$ cat src/rtl/feed_pkg.sv
// Shared types and constants for the feed dispenser.
// Contents: FSM state encoding, the manual-request slot code, a packed
// time-of-day record, and constant functions that turn the parameters
// (clock rate, microseconds, milliseconds) into cycle counts.
package feed_pkg;

  typedef enum logic [1:0] {
    ST_IDLE  = 2'd0,
    ST_OPEN  = 2'd1,
    ST_CLOSE = 2'd2
  } feed_state_e;

  localparam int          NUM_SLOTS   = 3;
  localparam logic [1:0]  MANUAL_SLOT = 2'd3;

  // One time-of-day value, compared as a whole (8-bit fields, no BCD).
  typedef struct packed {
    logic [7:0] hour;
    logic [7:0] minute;
    logic       pm;
  } tod_t;

  function automatic int unsigned frame_cycles(input int unsigned clk_hz,
                                               input int unsigned pwm_hz);
    return clk_hz / pwm_hz;
  endfunction

  // 64-bit intermediate: us * clk_hz overflows 32 bits at real clock rates.
  function automatic int unsigned us_cycles(input int unsigned clk_hz,
                                            input int unsigned us);
    return 32'((64'(us) * 64'(clk_hz)) / 64'd1000000);
  endfunction

  function automatic int unsigned ms_cycles(input int unsigned clk_hz,
                                            input int unsigned ms);
    return 32'((64'(ms) * 64'(clk_hz)) / 64'd1000);
  endfunction

  function automatic int unsigned max_u(input int unsigned a,
                                        input int unsigned b);
    return (a > b) ? a : b;
  endfunction

endpackage

$ cat src/rtl/servo_pwm_gen.sv
// 50 Hz-style servo PWM generator.
// Ports:
//   clock     in   system clock
//   reset     in   synchronous active-low reset
//   open_req  in   1 = drive open pulse width, 0 = closed width
//   motor_pwm out  registered PWM output
// The pulse width is only sampled at the start of a frame, so a change of
// open_req mid-frame never produces a shortened or stretched pulse.
module servo_pwm_gen
  import feed_pkg::*;
#(
  parameter int unsigned CLK_HZ          = 50000000,
  parameter int unsigned PWM_HZ          = 50,
  parameter int unsigned PULSE_CLOSED_US = 1000,
  parameter int unsigned PULSE_OPEN_US   = 2000
) (
  input  logic clock,
  input  logic reset,
  input  logic open_req,
  output logic motor_pwm
);

  localparam int unsigned FRAME = frame_cycles(CLK_HZ, PWM_HZ);
  localparam int          WW    = $clog2(FRAME + 1);

  localparam logic [WW-1:0] FRAME_LAST = WW'(FRAME - 1);
  localparam logic [WW-1:0] WID_CLOSED = WW'(us_cycles(CLK_HZ, PULSE_CLOSED_US));
  localparam logic [WW-1:0] WID_OPEN   = WW'(us_cycles(CLK_HZ, PULSE_OPEN_US));

  logic [WW-1:0] cnt_q, cnt_d;
  logic [WW-1:0] width_q, width_d;
  logic          pwm_q, pwm_d;

  always_comb begin
    cnt_d   = (cnt_q == FRAME_LAST) ? '0 : cnt_q + 1'b1;
    width_d = width_q;
    // Frame boundary: pick up the new width for the whole coming frame.
    if (cnt_q == '0) width_d = open_req ? WID_OPEN : WID_CLOSED;
    pwm_d   = (cnt_q < width_d);
  end

  // Output is registered: low during the reset cycle, then the pulse
  // restarts from frame position 0.
  always_ff @(posedge clock) begin
    if (!reset) begin
      cnt_q   <= '0;
      width_q <= WID_CLOSED;
      pwm_q   <= 1'b0;
    end else begin
      cnt_q   <= cnt_d;
      width_q <= width_d;
      pwm_q   <= pwm_d;
    end
  end

  assign motor_pwm = pwm_q;

endmodule

$ cat src/rtl/feed_dispense_ctrl.sv
// Feed scheduler and servo driver.
// Compares the current time against three schedule slots (plus a manual
// request), opens the feeder servo for `duration` seconds (clamped to
// 1..DUR_MAX), holds it closed for CLOSE_HOLD_MS, then returns to idle.
// Ports:
//   clock, reset              system clock, synchronous active-low reset
//   cur_hour/min/ampm         current time of day
//   slot_hour/min/ampm/en     three packed schedule slots {s2,s1,s0}
//   duration                  open time in seconds
//   manual_feed               one-cycle feed request
//   motor_pwm                 servo PWM
//   feeding                   high while OPEN or CLOSE
//   fired                     per-slot "already fired this minute"
//   last_slot                 index of the last feed source, 3 = manual
//   feed_count                (FEED_COUNT_EN only) saturating feed counter
// Build option: define FEED_COUNT_EN to add the feed_count output.
module feed_dispense_ctrl
  import feed_pkg::*;
#(
  parameter int unsigned CLK_HZ          = 50000000,
  parameter int unsigned PWM_HZ          = 50,
  parameter int unsigned PULSE_CLOSED_US = 1000,
  parameter int unsigned PULSE_OPEN_US   = 2000,
  parameter int unsigned CLOSE_HOLD_MS   = 500,
  parameter int unsigned DUR_MAX         = 60
) (
  input  logic        clock,
  input  logic        reset,
  input  logic [7:0]  cur_hour,
  input  logic [7:0]  cur_min,
  input  logic        cur_ampm,
  input  logic [23:0] slot_hour,
  input  logic [23:0] slot_min,
  input  logic [2:0]  slot_ampm,
  input  logic [2:0]  slot_en,
  input  logic [31:0] duration,
  input  logic        manual_feed,
  output logic        motor_pwm,
  output logic        feeding,
  output logic [2:0]  fired,
  output logic [1:0]  last_slot
`ifdef FEED_COUNT_EN
  ,
  output logic [15:0] feed_count
`endif
);

  localparam int unsigned SEC_CYC  = CLK_HZ;
  localparam int unsigned HOLD_CYC = ms_cycles(CLK_HZ, CLOSE_HOLD_MS);
  localparam int          TW       = $clog2(max_u(SEC_CYC, HOLD_CYC) + 1);
  localparam int          DW       = $clog2(DUR_MAX + 1);

  localparam logic [TW-1:0] SEC_LAST  = TW'(SEC_CYC - 1);
  localparam logic [TW-1:0] HOLD_LAST = TW'(HOLD_CYC - 1);

  feed_state_e state_q, state_d;
  logic [TW-1:0]        tick_q, tick_d;
  logic [DW-1:0]        sec_q, sec_d;
  logic [DW-1:0]        dur_q, dur_d, dur_clamp;
  logic [1:0]           last_q, last_d;
  logic [NUM_SLOTS-1:0] match_c, match_q, fired_q, pend;
  logic [1:0]           win;

  // Slot matching
  tod_t cur_t;
  assign cur_t = '{hour: cur_hour, minute: cur_min, pm: cur_ampm};

  for (genvar i = 0; i < NUM_SLOTS; i++) begin : g_slot
    tod_t slot_t;
    assign slot_t     = '{hour: slot_hour[8*i +: 8], minute: slot_min[8*i +: 8],
                          pm: slot_ampm[i]};
    assign match_c[i] = slot_en[i] && (slot_t == cur_t);
  end

  assign pend = match_q & ~fired_q;

  always_comb begin
    win = 2'd2;
    if (pend[1]) win = 2'd1;
    if (pend[0]) win = 2'd0;
  end

  always_comb begin
    if (duration == 32'd0)        dur_clamp = DW'(1);
    else if (duration > DUR_MAX)  dur_clamp = DW'(DUR_MAX);
    else                          dur_clamp = duration[DW-1:0];
  end

  // FSM next state
  always_comb begin
    state_d = state_q;
    tick_d  = tick_q;
    sec_d   = sec_q;
    dur_d   = dur_q;
    last_d  = last_q;
    case (state_q)
      ST_IDLE: begin
        tick_d = '0;
        sec_d  = '0;
        if (|pend) begin
          state_d = ST_OPEN;
          last_d  = win;
          dur_d   = dur_clamp;
        end else if (manual_feed) begin
          state_d = ST_OPEN;
          last_d  = MANUAL_SLOT;
          dur_d   = dur_clamp;
        end
      end
      ST_OPEN: begin
        if (tick_q == SEC_LAST) begin
          tick_d = '0;
          if (sec_q == dur_q - 1'b1) begin
            state_d = ST_CLOSE;
            sec_d   = '0;
          end else begin
            sec_d = sec_q + 1'b1;
          end
        end else begin
          tick_d = tick_q + 1'b1;
        end
      end
      ST_CLOSE: begin
        if (tick_q == HOLD_LAST) begin
          tick_d  = '0;
          state_d = ST_IDLE;
        end else begin
          tick_d = tick_q + 1'b1;
        end
      end
      default: state_d = ST_IDLE;
    endcase
  end

  // fired simply follows the registered match one cycle later: in IDLE the
  // trigger and all co-matching slots set together, during a feed a new
  // match is marked and dropped, and the bit falls once the slot stops
  // matching.
  always_ff @(posedge clock) begin
    if (!reset) begin
      state_q <= ST_IDLE;
      tick_q  <= '0;
      sec_q   <= '0;
      dur_q   <= DW'(1);
      last_q  <= 2'd0;
      match_q <= '0;
      fired_q <= '0;
    end else begin
      state_q <= state_d;
      tick_q  <= tick_d;
      sec_q   <= sec_d;
      dur_q   <= dur_d;
      last_q  <= last_d;
      match_q <= match_c;
      fired_q <= match_q;
    end
  end

`ifdef FEED_COUNT_EN
  logic [15:0] cnt_q;
  always_ff @(posedge clock) begin
    if (!reset)
      cnt_q <= '0;
    else if (state_q == ST_IDLE && state_d == ST_OPEN && cnt_q != 16'hFFFF)
      cnt_q <= cnt_q + 16'd1;
  end
  assign feed_count = cnt_q;
`endif

  servo_pwm_gen #(
    .CLK_HZ          (CLK_HZ),
    .PWM_HZ          (PWM_HZ),
    .PULSE_CLOSED_US (PULSE_CLOSED_US),
    .PULSE_OPEN_US   (PULSE_OPEN_US)
  ) u_pwm (
    .clock     (clock),
    .reset     (reset),
    .open_req  (state_q == ST_OPEN),
    .motor_pwm (motor_pwm)
  );

  assign feeding   = (state_q != ST_IDLE);
  assign fired     = fired_q;
  assign last_slot = last_q;

endmodule

$ cat config.mk
export PLATFORM = sky130hd
export DESIGN_NAME = feed_dispense_ctrl
export DESIGN_NICKNAME = d
export VERILOG_FILES = /design/src/rtl/feed_pkg.sv /design/src/rtl/servo_pwm_gen.sv /design/src/rtl/feed_dispense_ctrl.sv
export SDC_FILE = /design/constraint.sdc
export NUM_CORES = 1
export LEC_CHECK = 0
export BUFFER_PORTS_ARGS = -buffer_cell sky130_fd_sc_hd__buf_2
export CAP_MARGIN = 20
export CELL_PAD_IN_SITES_DETAIL_PLACEMENT = 0
export CELL_PAD_IN_SITES_GLOBAL_PLACEMENT = 2
export CORE_UTILIZATION = 32
export CTS_CLUSTER_DIAMETER = 120
export DETAILED_ROUTE_END_ITERATION = 10
export HOLD_SLACK_MARGIN = 0.08
export PLACE_DENSITY_LB_ADDON = 0.05
export SLEW_MARGIN = 20
export SYNTH_ARGS = -nofsm -noshare
export SYNTH_HDL_FRONTEND = slang
export SYNTH_SLANG_ARGS = --single-unit
export TNS_END_PERCENT = 50
$ cat constraint.sdc
create_clock -name clock -period 3.75 [get_ports clock]
set_clock_uncertainty 0.2 [all_clocks]
set_input_delay 0.5625 -clock clock [delete_from_list [all_inputs] [get_ports clock]]
set_output_delay 0.5625 -clock clock [all_outputs]
set_load 0.01 [all_outputs]
---- Word-level counts from Yosys, hierarchy flattened ----
Cells that the tools add are included.
storage, ports and cells
  output and inout port bits .............. 7
  flip-flop bits (word level) ............. 89
operators by class
  reductions and logical operators ........ 15
  magnitude comparators ................... 2
  $add $sub $neg .......................... 4
  bitwise operators ....................... 3
  muxes and demuxes ....................... 22
  equal/unequal tests ..................... 13
operators with widths
  operator                                             count
  case mux 26 bit (3 select lines)                     1
  two-way mux 26 bit                                   2
  == test 17 bit                                       3
  two-way mux 6 bit                                    6
  > comparator 32 x 6 -> 1 bit, second input constant  1
  zero test 32 bit                                     1
  adder 26 x 1 -> 26 bit, second input constant        1
  == test 26 x 25 -> 1 bit, second input constant      1
  == test 26 bit, second input constant                1
  adder 20 x 1 -> 20 bit, second input constant        1
  == test 20 bit, second input constant                1
  zero test 20 bit                                     1
  less-than comparator 20 bit                          1
  two-way mux 20 bit                                   1
  two-way mux 2 bit                                    9
  two-way mux 17 bit                                   1
  case mux 6 bit (2 select lines)                      1
  adder 6 x 1 -> 6 bit, second input constant          1
  == test 6 bit                                        1
  inequality test 2 bit, second input constant         3
  case mux 2 bit (3 select lines)                      1
  nonzero test 2 bit                                   3
  subtractor 6 x 1 -> 6 bit, second input constant     1
  AND reduction 2 bit                                  2
  12 further kinds                                     14

---- Longest topological paths before layout ----
Gate-level depths: netlist of the first run.
  word-level depth ........................ 5
  gate-level depth with buffers ........... 15
  gate-level depth less buffers ........... 14

---- Hierarchy ----
Synthesis of the first run repeated with hierarchy kept, for this count alone.
unflattened totals
  cell total of the unflattened synthesis .. 612
  area total of the unflattened synthesis .. 5,305.1 um^2
by module, submodules not included
  module              cells an instance  times used  seq. area each (um^2)  area each (um^2)
  feed_dispense_ctrl  384                1           960.9                  3,264.4
  servo_pwm_gen       228                1           820.8                  2,040.7

---- Worst setup path after synthesis of the first run ----
No wires, ideal clock.
  path type ............................... reg2reg
  from .................................... register u_pwm.cnt_q[0]
  to ...................................... register u_pwm.pwm_q (netlist: u_pwm.motor_pwm)
  slack ................................... 0.699 ns
  stages on the path, launching flop included .. 16
  required time ........................... 3.472 ns
  data arrival time ....................... 2.774 ns
  buffers on the path ..................... 2
  period minus slack after synthesis ...... 3.051 ns
  cells stage by stage .................... dfxtp_1 > inv_1 > ha_1 > nor4b_1 > nand3_1 > or2_2 > clkbuf_1 > buf_1 > nand2_1 > ha_1 > a21o_1 > a21o_1 > a211o_1 > o211ai_1 > a21oi_1 > nor3_1
on the way
  word-level cells in the longest chain between the ends .. 3
RTL lines
  what                             line                 text
  start, declared                  servo_pwm_gen.sv:30  logic [WW-1:0] cnt_q, cnt_d;
  start signal, assigned           servo_pwm_gen.sv:50  cnt_q <= cnt_d;
  zero test 20 bit                 servo_pwm_gen.sv:38  if (cnt_q == '0) width_d = open_req ? WID_OPEN : WID_CLOSED;
  two-way mux 20 bit               servo_pwm_gen.sv:38
  less-than comparator 20 bit (*)  servo_pwm_gen.sv:39  pwm_d = (cnt_q < width_d);
  end signal, assigned             servo_pwm_gen.sv:52  pwm_q <= pwm_d;
  end, declared                    servo_pwm_gen.sv:32  logic pwm_q, pwm_d;
Every way passes the cells marked *; elsewhere a longest branch is shown, timed or not.
A chain may end at the register's enable or synchronous reset.

---- Worst setup path after layout of the first run ----
  from .................................... register u_pwm.cnt_q[15]
  to ...................................... register u_pwm.pwm_q (netlist: u_pwm.motor_pwm)
Same word-level chain as after synthesis.

==> impl_metrics.env, run 1 <==
export IMPL_outcome="completed"
export IMPL_clockBufferDepth=2
export IMPL_synth_warnings=0
export IMPL_tightest_slew_ns=0.918
export IMPL_syn_area_um2=5100
export IMPL_ys_flop_type="dfxtp_1"
export IMPL_drc_errors=0
export IMPL_setup_viol=0
export IMPL_ys_ff_latch=89
export IMPL_area_growth_pct=21.7
export IMPL_crit_type="flip-flop to flip-flop"
export IMPL_setup_tns_ns=0
export IMPL_wl_per_cell_um=14.2
export IMPL_viasPerCell=4.95
export IMPL_yosysSeqAreaShare_pct=34.9
export IMPL_cp_required_ns=3.82
export IMPL_grt_pass1_vias=4533
export IMPL_postCtsResizedCells=0
export IMPL_clk_latency_ns=0.35
export IMPL_overflow=0
export IMPL_cts_tree="yes"
export IMPL_timing_rr_end="u_pwm.motor_pwm$_SDFF_PN0_"
export IMPL_min_period_ns=3.27
export IMPL_synth_cells=597
export IMPL_rsz0062_at_grt="no"
export IMPL_worst_path_stages=12
export IMPL_gp_congestion=0.846
export IMPL_ir_drop_v=0.000257
export IMPL_max_cap_viol_count=0
export IMPL_place_inst=906
export IMPL_rows=45
export IMPL_synthArstFlopShare_pct=0
export IMPL_dpl_cell_area_um2=5890
export IMPL_n_antenna_cell=0
export IMPL_synth_edf_count=0
export IMPL_reg2reg_depth=12
export IMPL_synth_cell_types=57
export IMPL_arrival_ns=3.34
export IMPL_hp_class="flip-flop to flip-flop"
export IMPL_grt_max_degree=33
export IMPL_start_util_pct=33.2
export IMPL_die_h_um=128
export IMPL_io_buffers=112
export IMPL_cp_buffers_inverters=0
export IMPL_min_period_over_period_pct=87.1
export IMPL_clock_fmax_ghz=0.306
export IMPL_ios=113
export IMPL_instances_no_fill=921
export IMPL_power_density_nw_per_um2=418
export IMPL_regToRegSetupSlack_ns=0.48
export IMPL_worstSetupStartpoint="u_pwm.cnt_q[15]$_SDFF_PP0_"
export IMPL_die_width_um=128
export IMPL_antenna_found_initial=0
export IMPL_design_area_um2=6200
export IMPL_holdBufCountCts=0
export IMPL_slowest_stage="nor4_1"
export IMPL_reg2reg_from="u_pwm.cnt_q[15]$_SDFF_PP0_"
export IMPL_cts_setup_buffers=0
export IMPL_dieArea_um2=16400
export IMPL_clk_pin_slew_worst_paths_ns=0.06
export IMPL_p_leak_nw=2.50
export IMPL_crit_chain="nor4_1 -> nand2_1 -> or2_2 -> nor2_1 -> a21oi_1 -> ha_1 -> a21o_1 -> a21o_1 -> a21o_1 -> a21oi_1 -> a2111oi_0 -> nor3_1"
export IMPL_grt_pass1_wl_mm=21.8
export IMPL_htree_num_levels=3
export IMPL_layout_drive_gt1_share_pct=20.1
export IMPL_critical_path_endpoint="u_pwm.motor_pwm$_SDFF_PN0_"
export IMPL_wl_mm=13.0
export IMPL_routed_via_count=4559
export IMPL_dr_pass1_iters=4
export IMPL_crit_path_max_fanout=13
export IMPL_hold_viol_final=0
export IMPL_nets=842
export IMPL_crit_family="simple AND/OR/NAND/NOR gates"
export IMPL_cts_sinks=89
export IMPL_grt_usage_pct=16.9
export IMPL_slew_headroom_pct=38.1
export IMPL_cp_end_kind="flip-flop"
export IMPL_dr_first_iter_drc_count=157
export IMPL_syn_num_nets=732
export IMPL_drv_slew=0
export IMPL_cts_buffers=9
export IMPL_post_dp_hpwl_mm=10.1
export IMPL_worstSetupStartpointType="flip-flop"
export IMPL_slowest_delay_ns=0.46
export IMPL_root_buffer="clkbuf_16"
export IMPL_cpMostUsedCell="a21o_1"
export IMPL_drt_antenna_violating_nets=0
export IMPL_core_um2=15400
export IMPL_synth_avg_cell_area_um2=8.54
==> cells by family after synthesis <==
logic type               share of synthesized area (%)
multiplexers                                      1.96
XOR/XNOR                                          14.8
AO/OA/AOI/OAI                                     13.0
adder cells (fa/ha/maj)                           7.11
AND/OR/NAND/NOR                                   25.2
flip-flops                                        34.9
buffers and inverters                             3.04
==> worst min-delay path by stage <==
stage | from | end | slack (ns) | cells after the start
6_report | match_q[1]$_SDFF_PN0_ | fired[1]$_SDFF_PN0_ | 0.24 | 1
5_1_grt | slot_en[2] | match_q[2]$_SDFF_PN0_ | 0.26 | 3
4_1_cts | match_q[1]$_SDFF_PN0_ | fired[1]$_SDFF_PN0_ | 0.25 | 1
3_5_place_dp | u_pwm.width_q[9]$_SDFF_PN1_ | u_pwm.width_q[9]$_SDFF_PN1_ | 0.23 | 1
3_3_place_gp | u_pwm.width_q[15]$_SDFF_PN1_ | u_pwm.width_q[15]$_SDFF_PN1_ | 0.23 | 1
2_1_floorplan | u_pwm.width_q[15]$_SDFF_PN1_ | u_pwm.width_q[15]$_SDFF_PN1_ | 0.22 | 1
==> metrics by stage <==
step           setup WS (ns)  utilization (%)  power (mW)  hold WS (ns)
6_report               0.482             40.4        2.60         0.242
2_1_floorplan          0.699                -        1.48         0.216
4_1_cts                0.427             40.3        2.64         0.248
3_3_place_gp           0.519             38.3        1.67         0.229
3_5_place_dp           0.444             38.3        1.67         0.231
5_1_grt                0.166             40.4        2.75         0.263
==> synthesized netlist by cell type (all sizes together) (2+ instances only) <==
cell type | count | share of area, %
a2111oi | 5 | 0.86
a211o | 2 | 0.34
a211oi | 2 | 0.54
a21o | 8 | 1.2
a21oi | 27 | 2.6
a221oi | 2 | 0.47
a22o | 2 | 0.34
and2 | 8 | 0.98
and3 | 15 | 1.8
and4 | 6 | 1.0
buf | 4 | 0.47
clkbuf | 15 | 1.1
dfxtp | 89 | 35
ha | 29 | 7.1
inv | 20 | 1.5
mux2i | 10 | 2.0
nand2 | 49 | 3.7
nand2b | 3 | 0.37
nand3 | 32 | 3.1
nand3b | 2 | 0.29
nand4 | 27 | 3.3
nor2 | 59 | 4.3
nor2b | 4 | 0.49
nor3 | 11 | 1.1
nor4 | 19 | 2.3
nor4b | 2 | 0.34
o211a | 3 | 0.59
o211ai | 3 | 0.44
o21ai | 25 | 2.5
o221a | 4 | 0.88
o41ai | 2 | 0.71
or3 | 7 | 0.86
or4 | 2 | 0.37
xnor2 | 52 | 8.9
xor2 | 34 | 5.8
==> worst register-to-register path, cell delays in order, from the launching register on <==
cell	delay [ns]
dfxtp_1	0.36
nor4_1	0.46
nand2_1	0.16
or2_2	0.44
nor2_1	0.25
a21oi_1	0.11
ha_1	0.32
a21o_1	0.16
a21o_1	0.17
a21o_1	0.17
a21oi_1	0.13
a2111oi_0	0.10
nor3_1	0.18
==> registers in the layout, indices dropped and copies added, names as in the netlist <==
name and cells:
dur_q 6, fired 3, last_slot 2, match_q 3, sec_q 6, state_q 2, tick_q 26, u_pwm.cnt_q 20
u_pwm.motor_pwm 1, u_pwm.width_q 20
==> routing by layer <==
| layer | routed length (µm) | vias up | part of all wire (%) | track usage, % |
|---|---|---|---|---|
| li1 | - | 2361 | - | - |
| met1 | 6000 | 2135 | 46 | 20.6 |
| met2 | 6490 | 50 | 50 | 29.1 |
| met3 | 347 | 13 | 2.7 | 4.05 |
| met4 | 203 | 0 | 1.6 | 5.61 |
| met5 | 0 | - | 0 | 0 |
==> where the power goes <==
| part | switching (mW) | internal, mW |
|---|---|---|
| sequential | 0.0433 | 0.999 |
| clock | 0.366 | 0.577 |
| combinational | 0.349 | 0.262 |
| total | 0.759 | 1.84 |
==> area by class of cell <==
type / instances / area (µm²)
multi-input combinational: 469 / 3170
timing repair buffer: 118 / 613
clock inverter: 3 / 67.6
sequential: 89 / 1780
inverter: 20 / 75.1
clock buffer: 11 / 233
tap: 211 / 264
fill: 1552 / 9170
==> cells in the final DEF (no fill, tap or decap), types with 3 or more instances in the layout <==
cell | synthesis | layout
nand4_1 | 27 | 27
a21o_1 | 8 | 8
and2_1 | 7 | 7
a21oi_1 | 27 | 27
buf_4 | 0 | 5
buf_2 | 1 | 112
nor3_1 | 11 | 11
o211ai_1 | 3 | 3
xnor2_1 | 52 | 52
nor4_1 | 19 | 19
inv_1 | 20 | 20
nand3_1 | 32 | 32
nand2_1 | 48 | 48
and3_1 | 15 | 15
xor2_1 | 34 | 34
o221a_2 | 4 | 4
and4_1 | 6 | 6
clkbuf_16 | 0 | 9
o21ai_0 | 24 | 24
ha_1 | 29 | 29
nor2b_1 | 4 | 4
a2111oi_0 | 5 | 5
nand2b_1 | 3 | 3
dfxtp_1 | 89 | 89
o211a_1 | 3 | 3
or3_1 | 7 | 7
mux2i_1 | 10 | 10
nor2_1 | 59 | 59
(Power assumes the default switching activity.)
==> inputs of run 2 (changes only) <==
PLACE_DENSITY = 0.82   (was not set)
PLACE_DENSITY_LB_ADDON = not set   (was 0.05)
==> impl_metrics.env, run 2 (synthesis gave the netlist of run 1 again) <==
export IMPL_outcome="completed"
export IMPL_min_period_ns=3.35
export IMPL_grt_usage_pct=16.7
export IMPL_clk_latency_ns=0.34
export IMPL_cp_buffers_inverters=1
export IMPL_drt_antenna_violating_nets=0
export IMPL_cts_tree="yes"
export IMPL_grt_pass1_wl_mm=21.8
export IMPL_nFillCells=1559
export IMPL_cpMostUsedCell="a21o_1"
export IMPL_rows=45
export IMPL_post_route_util_pct=40.6
export IMPL_regToRegSetupSlack_ns=0.40
export IMPL_setup_viol=0
export IMPL_layout_commonest_cell="buf_2"
export IMPL_layout_drive_gt1_share_pct=20.6
export IMPL_postCtsResizedCells=0
export IMPL_die_h_um=128
export IMPL_hold_path_end="fired[2]$_SDFF_PN0_"
export IMPL_dr_pass1_iters=4
export IMPL_drc_errors=0
export IMPL_nets=843
export IMPL_dr_first_iter_drc_count=141
export IMPL_wl_mm=13.0
export IMPL_ir_drop_v=0.000218
export IMPL_clk_pin_slew_worst_paths_ns=0.07
export IMPL_power_density_nw_per_um2=424
export IMPL_holdBufCountCts=0
export IMPL_n_antenna_cell=0
export IMPL_crit_path_max_fanout=12
export IMPL_die_width_um=128
export IMPL_overflow=0
export IMPL_wl_per_cell_um=14.1
export IMPL_routed_via_count=4582
export IMPL_max_cap_viol_count=0
export IMPL_dieArea_um2=16400
export IMPL_io_buffers=112
export IMPL_slew_headroom_pct=37.6
export IMPL_largest_register="tick_q"
export IMPL_cp_required_ns=3.81
export IMPL_core_um2=15400
export IMPL_tightest_slew_ns=0.925
export IMPL_worstSetupStartpointType="flip-flop"
export IMPL_root_buffer="clkbuf_16"
export IMPL_hold_start="match_q[2]$_SDFF_PN0_"
export IMPL_p_leak_nw=2.52
export IMPL_grt_pass1_vias=4565
export IMPL_clockBufferDepth=2
export IMPL_area_growth_pct=22.2
export IMPL_viasPerCell=4.96
export IMPL_cp_end_kind="flip-flop"
export IMPL_holdPathStages=1
export IMPL_final_cell_mix="buf_2, dfxtp_1, nor2_1"
export IMPL_rsz0062_at_grt="no"
export IMPL_reg2reg_depth=14
export IMPL_min_period_over_period_pct=89.4
export IMPL_arrival_ns=3.41
export IMPL_timing_rr_end="u_pwm.motor_pwm$_SDFF_PN0_"
export IMPL_clock_fmax_ghz=0.298
export IMPL_antenna_found_initial=0
export IMPL_hp_class="flip-flop to flip-flop"
export IMPL_cts_sinks=89
export IMPL_crit_chain="inv_1 -> ha_1 -> nor4b_1 -> nand3_1 -> or2_2 -> nor2_1 -> a21oi_1 -> ha_1 -> a21o_1 -> a21o_1 -> a21o_1 -> a21oi_1 -> a2111oi_0 -> nor3_1"
export IMPL_drv_slew=0
export IMPL_slowest_delay_ns=0.41
export IMPL_ios=113
export IMPL_start_util_pct=33.2
export IMPL_crit_family="simple AND/OR/NAND/NOR gates"
export IMPL_top_regs="tick_q: 26 flops, u_pwm.cnt_q: 20 flops, u_pwm.width_q: 20 flops"
export IMPL_gp_congestion=0.898
export IMPL_post_dp_hpwl_mm=10.2
export IMPL_reg2reg_from="u_pwm.cnt_q[0]$_SDFF_PP0_"
export IMPL_htree_num_levels=3
export IMPL_grt_max_degree=26
export IMPL_cts_setup_buffers=0
export IMPL_largest_reg_flops=26
export IMPL_cts_buffers=9
export IMPL_slowest_stage="or2_2"
export IMPL_crit_type="flip-flop to flip-flop"
export IMPL_setup_tns_ns=0
export IMPL_hold_viol_final=0
[run 2: how the worst max path moves through the flow]
| stage | from | endpoint | slack [ns] | depth (start not counted) |
|---|---|---|---|---|
| 2_1_floorplan | u_pwm.cnt_q[0]$_SDFF_PP0_ | u_pwm.motor_pwm$_SDFF_PN0_ | 0.70 | 15 |
| 3_3_place_gp | u_pwm.cnt_q[0]$_SDFF_PP0_ | u_pwm.motor_pwm$_SDFF_PN0_ | 0.57 | 14 |
| 3_5_place_dp | u_pwm.cnt_q[0]$_SDFF_PP0_ | u_pwm.motor_pwm$_SDFF_PN0_ | 0.38 | 14 |
| 4_1_cts | u_pwm.cnt_q[0]$_SDFF_PP0_ | u_pwm.motor_pwm$_SDFF_PN0_ | 0.35 | 14 |
| 5_1_grt | u_pwm.cnt_q[0]$_SDFF_PP0_ | u_pwm.motor_pwm$_SDFF_PN0_ | 0.12 | 14 |
| 6_report | u_pwm.cnt_q[0]$_SDFF_PP0_ | u_pwm.motor_pwm$_SDFF_PN0_ | 0.40 | 14 |
[run 2: area by class of cell]
class	instances	area [µm²]	area share, %
clock buffer	11	253	4.05
clock inverter	4	76.3	1.22
inverter	20	75.1	1.20
multi-input combinational	469	3170	50.9
sequential	89	1780	28.6
tap	211	264	4.24
timing repair buffer	119	613	9.84
[run 2: power breakdown]
group	switching, mW	leakage [nW]	internal [mW]
Sequential	0.0450	0.722	0.999
Clock	0.371	0.158	0.618
Combinational	0.348	1.64	0.264
Total	0.764	2.52	1.88
[run 2: layer usage]
metal	share of wire (%)	up-vias	GRT usage, %
met5	0	-	0
met4	0.89	0	4.08
met3	4.4	10	4.30
met2	48	112	28.8
met1	46	2093	20.6
li1	-	2367	-
[run 2: worst reg2reg max path: stages, from the launching register on]
cell,delay [ns]
dfxtp_1,0.36
inv_1,0.08
ha_1,0.14
nor4b_1,0.34
nand3_1,0.15
or2_2,0.41
nor2_1,0.25
a21oi_1,0.11
ha_1,0.32
a21o_1,0.16
a21o_1,0.17
a21o_1,0.17
a21oi_1,0.14
a2111oi_0,0.10
nor3_1,0.18
[run 2: through the flow]
stage               total power, mW  area [µm²]  hold slack (ns)  setup slack (ns)  std cells
floorplan                      1.48        5100            0.216             0.699        597
global placement               1.67        5900            0.241             0.569        908
detailed placement             1.68        5900            0.229             0.384        908
CTS                            2.69        6230            0.248             0.353        923
global route                   2.81        6230            0.270             0.122        923
finish                         2.64        6230            0.243             0.397        923
==> inputs of run 3 (changes only) <==
PLACE_DENSITY = 0.84   (was 0.82)
==> impl_metrics.env, run 3 (synthesis gave the netlist of run 1 again) <==
export IMPL_layout_commonest_cell="buf_2"
export IMPL_combinationalPowerShare_pct=23.6
export IMPL_final_cell_mix="buf_2, dfxtp_1, nor2_1"
export IMPL_post_dp_hpwl_mm=10.1
export IMPL_slew_headroom_pct=37.2
export IMPL_min_period_ns=3.41
export IMPL_drv_slew=0
export IMPL_start_util_pct=33.2
export IMPL_die_h_um=128
export IMPL_grt_max_degree=30
export IMPL_min_period_over_period_pct=91.1
export IMPL_slowest_stage="nor4_1"
export IMPL_htree_num_levels=3
export IMPL_power_density_nw_per_um2=416
export IMPL_io_buffers=112
export IMPL_regToRegSetupSlack_ns=0.34
export IMPL_layout_drive_gt1_share_pct=20.9
export IMPL_crit_path_max_fanout=29
export IMPL_p_int_mw=1.78
export IMPL_wl_mm=13.1
export IMPL_overflow=0
export IMPL_cts_tree="yes"
export IMPL_pwr_share_clk_pct=35.8
export IMPL_cp_end_kind="flip-flop"
export IMPL_cpMostUsedCell="a21o_1"
export IMPL_die_width_um=128
export IMPL_hp_class="flip-flop to flip-flop"
export IMPL_grt_pass1_wl_mm=21.2
export IMPL_reg2reg_depth=12
export IMPL_largest_register="tick_q"
export IMPL_p_sw_share_pct=30.9
export IMPL_reg2reg_from="u_pwm.cnt_q[15]$_SDFF_PP0_"
export IMPL_largest_reg_flops=26
export IMPL_dieArea_um2=16400
export IMPL_netSwitchingPower_uw=798
export IMPL_root_buffer="clkbuf_16"
export IMPL_cts_setup_buffers=0
export IMPL_tightest_slew_ns=0.942
export IMPL_rows=45
export IMPL_worst_slack_ns=0.335
export IMPL_pre_cts_slack_ns=0.309
export IMPL_clockBufferDepth=2
export IMPL_grt_pass1_vias=4455
export IMPL_drt_antenna_violating_nets=0
export IMPL_design_area_um2=6210
export IMPL_antenna_found_initial=0
export IMPL_timing_rr_end="u_pwm.motor_pwm$_SDFF_PN0_"
export IMPL_crit_chain="nor4_1 -> nand2_1 -> or2_2 -> nor2_2 -> a21oi_1 -> ha_1 -> a21o_1 -> a21o_1 -> a21o_1 -> a21oi_1 -> a2111oi_0 -> nor3_1"
export IMPL_cp_required_ns=3.83
export IMPL_nets=842
export IMPL_slowest_delay_ns=0.53
export IMPL_hold_viol_final=0
export IMPL_cts_sinks=89
export IMPL_worstSetupStartpoint="u_pwm.cnt_q[15]$_SDFF_PP0_"
export IMPL_post_route_util_pct=40.4
export IMPL_n_antenna_cell=0
export IMPL_drc_errors=0
export IMPL_clk_pin_slew_worst_paths_ns=0.07
export IMPL_place_inst=906
export IMPL_viasPerCell=5.00
export IMPL_setup_tns_ns=0
export IMPL_total_power_mw=2.58
export IMPL_top_regs="tick_q: 26 flops, u_pwm.cnt_q: 20 flops, u_pwm.width_q: 20 flops"
export IMPL_clk_latency_ns=0.35
export IMPL_wl_per_cell_um=14.2
export IMPL_dpl_cell_area_um2=5890
export IMPL_area_growth_pct=21.7
export IMPL_dr_pass1_iters=4
export IMPL_arrival_ns=3.50
export IMPL_cts_buffers=9
export IMPL_critical_path_endpoint="u_pwm.motor_pwm$_SDFF_PN0_"
export IMPL_rsz0062_at_grt="no"
export IMPL_grt_usage_pct=16.5
export IMPL_ir_drop_v=0.000257
export IMPL_routed_via_count=4619
export IMPL_ios=113
export IMPL_worstSetupStartpointType="flip-flop"
export IMPL_max_cap_viol_count=0
export IMPL_clock_fmax_ghz=0.293
export IMPL_instances_no_fill=923
export IMPL_power_frac_seq_pct=40.6
export IMPL_crit_type="flip-flop to flip-flop"
export IMPL_setup_viol=0
export IMPL_outcome="completed"
export IMPL_hold_ws_ns=0.250
export IMPL_p_leak_nw=2.50
export IMPL_core_um2=15400
export IMPL_dr_first_iter_drc_count=194
export IMPL_gp_congestion=0.873
==> run 3: cell count changes in the layout (fill, tap and decap cells not counted), sizes merged <==
cell | before | now
clkbuf | 11 | 9
clkinv | 1 | 3
inv | 20 | 22
buf | 119 | 118
bufinv | 2 | 1
==> run 3: how the worst min path moves through the flow <==
stage                                       startpoint                            to  slack (ns)  cells after the start
after global routing             match_q[0]$_SDFF_PN0_           fired[0]$_SDFF_PN0_        0.27                      1
final                     u_pwm.width_q[15]$_SDFF_PN1_  u_pwm.width_q[15]$_SDFF_PN1_        0.25                      1
after floorplan           u_pwm.width_q[15]$_SDFF_PN1_  u_pwm.width_q[15]$_SDFF_PN1_        0.22                      1
after detailed placement  u_pwm.width_q[15]$_SDFF_PN1_  u_pwm.width_q[15]$_SDFF_PN1_        0.23                      1
after CTS                 u_pwm.width_q[15]$_SDFF_PN1_  u_pwm.width_q[15]$_SDFF_PN1_        0.25                      1
after global placement    u_pwm.width_q[15]$_SDFF_PN1_  u_pwm.width_q[15]$_SDFF_PN1_        0.23                      1
==> run 3: metal layers <==
metal | up-vias | part of all wire [%] | track usage, %
li1 | 2363 | - | -
met1 | 2104 | 49 | 21.0
met2 | 137 | 44 | 27.0
met3 | 15 | 5.0 | 3.51
met4 | 0 | 2.0 | 6.78
met5 | - | 0 | 0
==> run 3: critical path: cells and delay by family (launching register included) <==
family / cells / cell delay [ns]
flip-flops: 1 / 0.35
adder cells (fa/ha/maj): 1 / 0.33
AO/OA/AOI/OAI: 6 / 0.86
AND/OR/NAND/NOR: 5 / 1.61
==> run 3: final cells by class <==
class,count,area [µm²]
Clock buffer,9,225
Timing Repair Buffer,118,609
Sequential cell,89,1780
Fill cell,1566,9160
Tap cell,211,264
Clock inverter,7,77.6
Multi-Input combinational cell,469,3180
Inverter,20,75.1
==> run 3: what timing repair did <==
item | 4_1_cts | 5_1_grt
endpoints found under the hold margin | 0 | 0
endpoints found under the setup margin | 0 | 1
hold buffers | 0 | 0
gates resized for setup | 0 | 2
==> run 3: power groups by stage <==
stage	sequential, mW	clock [mW]	combinational, mW
2_1_floorplan	1.06	0	0.423
3_5_place_dp	1.07	0	0.607
3_3_place_gp	1.07	0	0.596
4_1_cts	1.05	0.949	0.609
6_report	1.05	0.924	0.610
5_1_grt	1.05	0.989	0.681
